--- src/rtl/triangle_fetch_if.sv ---
// Pipelined Avalon-style read bus between triangle_fetch (master) and vertex memory (slave).
// Responses return in request order; waitrequest stalls the request phase only.
interface triangle_fetch_if #(
  parameter int ADDR_W = 32
) ();
  logic              mem_read;
  logic [ADDR_W-1:0] mem_address;
  logic              mem_waitrequest;
  logic [31:0]       mem_readdata;
  logic              mem_readdatavalid;

  modport master (
    output mem_read,
    output mem_address,
    input  mem_waitrequest,
    input  mem_readdata,
    input  mem_readdatavalid
  );

  modport slave (
    input  mem_read,
    input  mem_address,
    output mem_waitrequest,
    output mem_readdata,
    output mem_readdatavalid
  );
endinterface

--- src/rtl/triangle_fetch.sv ---
// Walks a list of packed 15-word triangle records and presents each one as a vertex
// bundle to the transform stage, one triangle in flight at a time.
//
// state     | meaning
// ----------+-------------------------------------------------------------
// S_IDLE    | waiting for start; stray read responses are dropped
// S_FETCH   | issuing 15 reads for the current record, capturing responses
// S_PRESENT | bundle valid, held until the consumer takes it (!stall_in)
module triangle_fetch #(
  parameter int ADDR_W = 32,
  parameter int CNT_W  = 16
) (
  input  logic              clock,
  input  logic              reset,
  input  logic              start,
  input  logic [ADDR_W-1:0] base_addr,
  input  logic [CNT_W-1:0]  tri_count,
  output logic              busy,
  triangle_fetch_if.master  mem,
  output logic [14:0][31:0] v_out,
  output logic [23:0]       color_out1,
  output logic [23:0]       color_out2,
  output logic [23:0]       color_out3,
  output logic              out_data_valid,
  output logic              done_out,
  input  logic              stall_in
);

  typedef enum logic [1:0] {
    S_IDLE    = 2'd0,
    S_FETCH   = 2'd1,
    S_PRESENT = 2'd2
  } state_t;

  localparam logic [3:0] LAST_WORD = 4'd14;

  state_t            state;
  logic [ADDR_W-1:0] rec_base;
  logic [CNT_W-1:0]  remaining;
  logic [3:0]        issue_cnt;
  logic [3:0]        recv_cnt;

  logic [ADDR_W-1:0] base_aligned;
  logic [ADDR_W-1:0] next_base;
  logic              req_accepted;

  assign base_aligned = base_addr & ~ADDR_W'(3);
  assign next_base    = rec_base + ADDR_W'(60);
  assign req_accepted = mem.mem_read && !mem.mem_waitrequest;

  assign color_out1 = v_out[3][23:0];
  assign color_out2 = v_out[7][23:0];
  assign color_out3 = v_out[11][23:0];

  always_ff @(posedge clock or negedge reset) begin
    if (!reset) begin
      state           <= S_IDLE;
      busy            <= 1'b0;
      mem.mem_read    <= 1'b0;
      mem.mem_address <= '0;
      rec_base        <= '0;
      remaining       <= '0;
      issue_cnt       <= '0;
      recv_cnt        <= '0;
      v_out           <= '0;
      out_data_valid  <= 1'b0;
      done_out        <= 1'b0;
    end else begin
      case (state)
        S_IDLE: begin
          if (start && (tri_count != '0)) begin
            rec_base        <= base_aligned;
            mem.mem_address <= base_aligned;
            mem.mem_read    <= 1'b1;
            remaining       <= tri_count;
            issue_cnt       <= '0;
            recv_cnt        <= '0;
            busy            <= 1'b1;
            state           <= S_FETCH;
          end
        end

        S_FETCH: begin
          // Request and response sides advance independently; reads overlap responses.
          if (req_accepted) begin
            issue_cnt       <= issue_cnt + 4'd1;
            mem.mem_address <= mem.mem_address + ADDR_W'(4);
            if (issue_cnt == LAST_WORD) begin
              mem.mem_read <= 1'b0;
            end
          end
          if (mem.mem_readdatavalid) begin
            for (int k = 0; k < 15; k++) begin
              if (recv_cnt == 4'(k)) begin
                v_out[k] <= mem.mem_readdata;
              end
            end
            recv_cnt <= recv_cnt + 4'd1;
            if (recv_cnt == LAST_WORD) begin
              out_data_valid <= 1'b1;
              done_out       <= (remaining == CNT_W'(1));
              state          <= S_PRESENT;
            end
          end
        end

        S_PRESENT: begin
          if (!stall_in) begin
            out_data_valid <= 1'b0;
            done_out       <= 1'b0;
            if (remaining > CNT_W'(1)) begin
              remaining       <= remaining - CNT_W'(1);
              rec_base        <= next_base;
              mem.mem_address <= next_base;
              mem.mem_read    <= 1'b1;
              issue_cnt       <= '0;
              recv_cnt        <= '0;
              state           <= S_FETCH;
            end else begin
              busy  <= 1'b0;
              state <= S_IDLE;
            end
          end
        end

        default: state <= S_IDLE;
      endcase
    end
  end

`ifndef SYNTHESIS
  a_no_extra_rsp: assert property (@(posedge clock) disable iff (!reset)
    (state == S_FETCH && mem.mem_readdatavalid) |-> (recv_cnt != 4'd15));

  a_valid_in_present: assert property (@(posedge clock) disable iff (!reset)
    out_data_valid |-> (state == S_PRESENT));
`endif

endmodule

--- src/flat_wrapper.sv ---
// flat-port wrapper written by rule: the top's interface ports become plain ports
module triangle_fetch_flat 
#(
  parameter int ADDR_W = 32,
  parameter int CNT_W  = 16
)
  (clock, reset, start, base_addr, tri_count, busy, v_out, color_out1, color_out2, color_out3, out_data_valid, done_out, stall_in, mem_mem_read, mem_mem_address, mem_mem_waitrequest, mem_mem_readdata, mem_mem_readdatavalid);
  triangle_fetch_if #(.ADDR_W(ADDR_W)) mem_i ();
  input  logic clock;
  input  logic reset;
  input  logic start;
  input  logic [ADDR_W-1:0] base_addr;
  input  logic [CNT_W-1:0] tri_count;
  output logic busy;
  output logic [14:0][31:0] v_out;
  output logic [23:0] color_out1;
  output logic [23:0] color_out2;
  output logic [23:0] color_out3;
  output logic out_data_valid;
  output logic done_out;
  input  logic stall_in;
  output wire logic [$bits(mem_i.mem_read)-1:0] mem_mem_read;
  output wire logic [$bits(mem_i.mem_address)-1:0] mem_mem_address;
  input wire logic [$bits(mem_i.mem_waitrequest)-1:0] mem_mem_waitrequest;
  input wire logic [$bits(mem_i.mem_readdata)-1:0] mem_mem_readdata;
  input wire logic [$bits(mem_i.mem_readdatavalid)-1:0] mem_mem_readdatavalid;
  assign mem_mem_read = mem_i.mem_read;
  assign mem_mem_address = mem_i.mem_address;
  assign mem_i.mem_waitrequest = mem_mem_waitrequest;
  assign mem_i.mem_readdata = mem_mem_readdata;
  assign mem_i.mem_readdatavalid = mem_mem_readdatavalid;
  triangle_fetch #(.ADDR_W(ADDR_W), .CNT_W(CNT_W)) u_core (.clock(clock), .reset(reset), .start(start), .base_addr(base_addr), .tri_count(tri_count), .busy(busy), .mem(mem_i), .v_out(v_out), .color_out1(color_out1), .color_out2(color_out2), .color_out3(color_out3), .out_data_valid(out_data_valid), .done_out(done_out), .stall_in(stall_in));
endmodule
--- config.mk ---
export PLATFORM = sky130hd
export DESIGN_NAME = triangle_fetch_flat
export DESIGN_NICKNAME = d
export VERILOG_FILES = /design/src/rtl/triangle_fetch_if.sv /design/src/rtl/triangle_fetch.sv /design/src/flat_wrapper.sv
export SDC_FILE = /design/constraint.sdc
export NUM_CORES = 1
export LEC_CHECK = 0
export ABC_AREA = 1
export CAP_MARGIN = 25
export CORE_AREA = 2 2 259 261
export CTS_BUF_LIST = sky130_fd_sc_hd__clkbuf_4 sky130_fd_sc_hd__clkbuf_8 sky130_fd_sc_hd__clkbuf_16
export DETAILED_ROUTE_END_ITERATION = 7
export DIE_AREA = 0 0 261 263
export PLACE_DENSITY = 0.62
export SYNTH_ARGS = -nofsm -noshare
export SYNTH_HDL_FRONTEND = slang
export SYNTH_SLANG_ARGS = --single-unit
--- constraint.sdc ---
create_clock -name clock -period 3.5 [get_ports clock]
set_clock_uncertainty 0.1 [all_clocks]
set_input_delay 0.7 -clock clock [delete_from_list [all_inputs] [get_ports clock]]
set_output_delay 0.7 -clock clock [all_outputs]
set_load 0.02 [all_outputs]
==> impl_metrics.yaml <==
run_status:
  outcome: "complete, no violations"
pwr:
  leakagePower_nw: 15.3
  powerDensity_nw_per_um2: 916
  ir_drop_uv: 510
detailed_routing:
  drc: 0
  vias: 21200
  vias_per_cell: 4.95
  avgRoutedWirePerCell_um: 21.5
  drtPass1Iterations: 6
  routed_wirelength_um: 92000
  ant_nets: 0
  drt-initial-drc-count: 1752
sta:
  hold_slack_ps: 380
  slew_headroom: 0.379
  rsz0062_at_grt: "no"
  min_period_ps: 2770
  setup_ws_ps: 733
  setup_viol: 0
  hold_violations: 0
  maxSlewViolCount: 0
  worstMarginPinSlew_ps: 931
  tns_ps: 0
  fin_crit_sh: 0.791
  clock.fmax_ghz: 0.361
cells_and_area:
  multi_input_area_um2: 8350
  fill_cells: 6161
  syn_to_final_growth_pct: 39.0
  final_layout_size_suffix_gt1_frac: 0.0637
  final_cell_mix: "918 x nand2_1, 668 x clkdlybuf4s50_1, 570 x dfrtp_1"
  nets: 3473
  fin_cells: 4288
  seqCellArea_um2: 14300
  final_common_cell: "nand2_1"
  fin_area_um2: 33800
floorplanning:
  io_pins: 674
  die_h_um: 263
  die_w_um: 261
  dieArea_um2: 68600
  rows: 94
  core_um2: 65600
  start_util: 0.370
synth:
  yosysWarnings: 0
  synthDominantCellAreaShare: 0.587
  seq_area_frac_synth: 0.587
  synth_top_cell_by_area: "dfrtp_1"
  synth_cell_types: 35
  synth_area_um2: 24300
  synth_area_per_cell_um2: 8.65
  syn_inst: 2811
  yosys-top-cells-area: "dfrtp_1 59%, nand2_1 14%, o21ai_0 11%"
  yosys_register_bits: 570
placed_design:
  pre_cts_ws_ps: 439
  hpwlAfterDp_um: 65200
  place_area_um2: 31400
  gpl.final_weighted_congestion: 0.936
  dp.cells: 4167
  portBuffers: 669
clock_network:
  cts.clk_slew.worst_paths_ps: 60
  htreeDepth: 3
  clk-insertion-delay-late_ps: 600
  postCtsHoldBufs: 1
  clockBufferDepth: 3
  cts_tree: "built"
  cts_setup_buffers: 0
  cts_made_buffers: 67
  clockRootBuffer: "clkbuf_16"
  cts_resized: 0
  cts_sinks: 570
critical_path:
  path_class: "register to register"
  cp-end-kind: "register"
  crit_arrival_ps: 3150
  crit_fanout: 35
  startpoint_type: "register"
  critical_path_required_ps: 3890
job:
  maxCapViolCount: 0
global_routing:
  grt_pass1_wl_um: 137000
  grt_antenna_before_repair: 4
  overflow: 0
  grt_usage: 0.267
  grt_pass1_vias: 20400
  grt_max_degree: 69
worst_hold_path:
  hp-class: "register to register"
-- synthesized netlist by cell type --
cell type,instances
buf_4,76
nand2_4,1
buf_1,3
a31o_2,2
o31ai_1,4
a31oi_1,5
o21ai_2,1
nand3b_1,3
buf_6,10
nand4_4,1
a21oi_1,21
ha_1,14
or2_2,5
nand3_2,2
o21bai_1,10
nand2_1,933
o21ai_0,517
nand2_2,8
xnor2_1,2
xor2_1,6
nand3_1,125
dfrtp_1,570
nor2_2,2
a21boi_0,3
clkbuf_1,134
buf_2,10
inv_1,129
nor2_1,164
inv_2,2
conb_1,1
o211ai_1,1
nand4_1,6
nor2_4,3
o21ai_1,36
mux2i_1,1
-- stage by stage --
| step | power (W) | util |
|---|---|---|
| floorplan | 0.0175 | - |
| CTS | 0.0311 | 0.515 |
| detailed placement | 0.0237 | 0.479 |
| global placement | 0.0235 | 0.479 |
| global route | 0.0327 | 0.515 |
| finish | 0.0309 | 0.515 |
-- state kept, by name, indices dropped and copies added (netlist names) --
register                count
u_core.color_out3          24
u_core.mem.mem_address     30
u_core.color_out2          24
u_core.mem.mem_read         1
u_core.busy                 1
u_core.v_out              408
u_core.rec_base            30
u_core.recv_cnt             4
u_core.issue_cnt            4
u_core.state                2
u_core.color_out1          24
u_core.remaining           16
u_core.out_data_valid       1
u_core.done_out             1
-- power breakdown --
part / internal, W / total [W] / switching, W / leakage [nW]
Sequential: 0.00876 / 0.0106 / 0.00179 / 7.58
Clock: 0.00439 / 0.00732 / 0.00294 / 1.17
Combinational: 0.00538 / 0.0131 / 0.00769 / 6.58
-- routing by layer --
layer	track usage	share of wire	routed length [um]
met1	0.340	0.41	37900
met5	0	0	0
met4	0.0917	0.034	3140
met2	0.433	0.48	43700
met3	0.0766	0.079	7250
-- critical path, stage by stage, from the launching register on --
cell     delay (ps)
dfrtp_1         410
inv_1           100
ha_1            170
buf_4           380
inv_2           200
a21oi_1         330
inv_1           130
nand4_4         300
buf_4           330
nor2_1           70
nand2_1          60
nand2_1          40
-- worst paths after layout --
kind / startpoint / end / slack (ps) / cells after the start
setup / recovery: u_core.state[1]$_DFFE_PN0P_ / u_core.mem.mem_address[26]$_DFFE_PN0P_ / 730 / 11
hold / removal: u_core.v_out[350]$_DFFE_PN0P_ / u_core.v_out[350]$_DFFE_PN0P_ / 380 / 2
setup reg to reg: u_core.state[1]$_DFFE_PN0P_ / u_core.mem.mem_address[26]$_DFFE_PN0P_ / 730 / 11
hold reg to reg: u_core.v_out[350]$_DFFE_PN0P_ / u_core.v_out[350]$_DFFE_PN0P_ / 380 / 2
max in group asynchronous: reset / u_core.v_out[272]$_DFFE_PN0P_ / 1720 / 4
min in group asynchronous: reset / u_core.rec_base[19]$_DFFE_PN0P_ / 570 / 2
-- kinds of logic (layout without fill, tap and decap cells) --
kind of cell               Yosys count  after routing  share of synthesized area
and+or+nand+nor                   1253           1253                      0.205
muxes                                1              1                   0.000412
DFF                                570            570                      0.587
other                                1              3                   0.000154
xor gates and xnor gates             8              8                    0.00288
buffers and inverters              364            975                     0.0715
AOI/OAI and AO/OA                  600            600                      0.126
adders and majority gates           14             14                    0.00721
-- final cells by class --
class	instances	share of cell area
Antenna cell	1	0.0000741
Tap cell	864	0.0320
Multi-Input combinational cell	1878	0.247
Timing Repair Buffer	725	0.215
Clock buffer	92	0.0576
Sequential cell	570	0.422
Clock inverter	27	0.0111
Inverter	131	0.0146
Note: power is estimated with default switching activity, not from simulation.
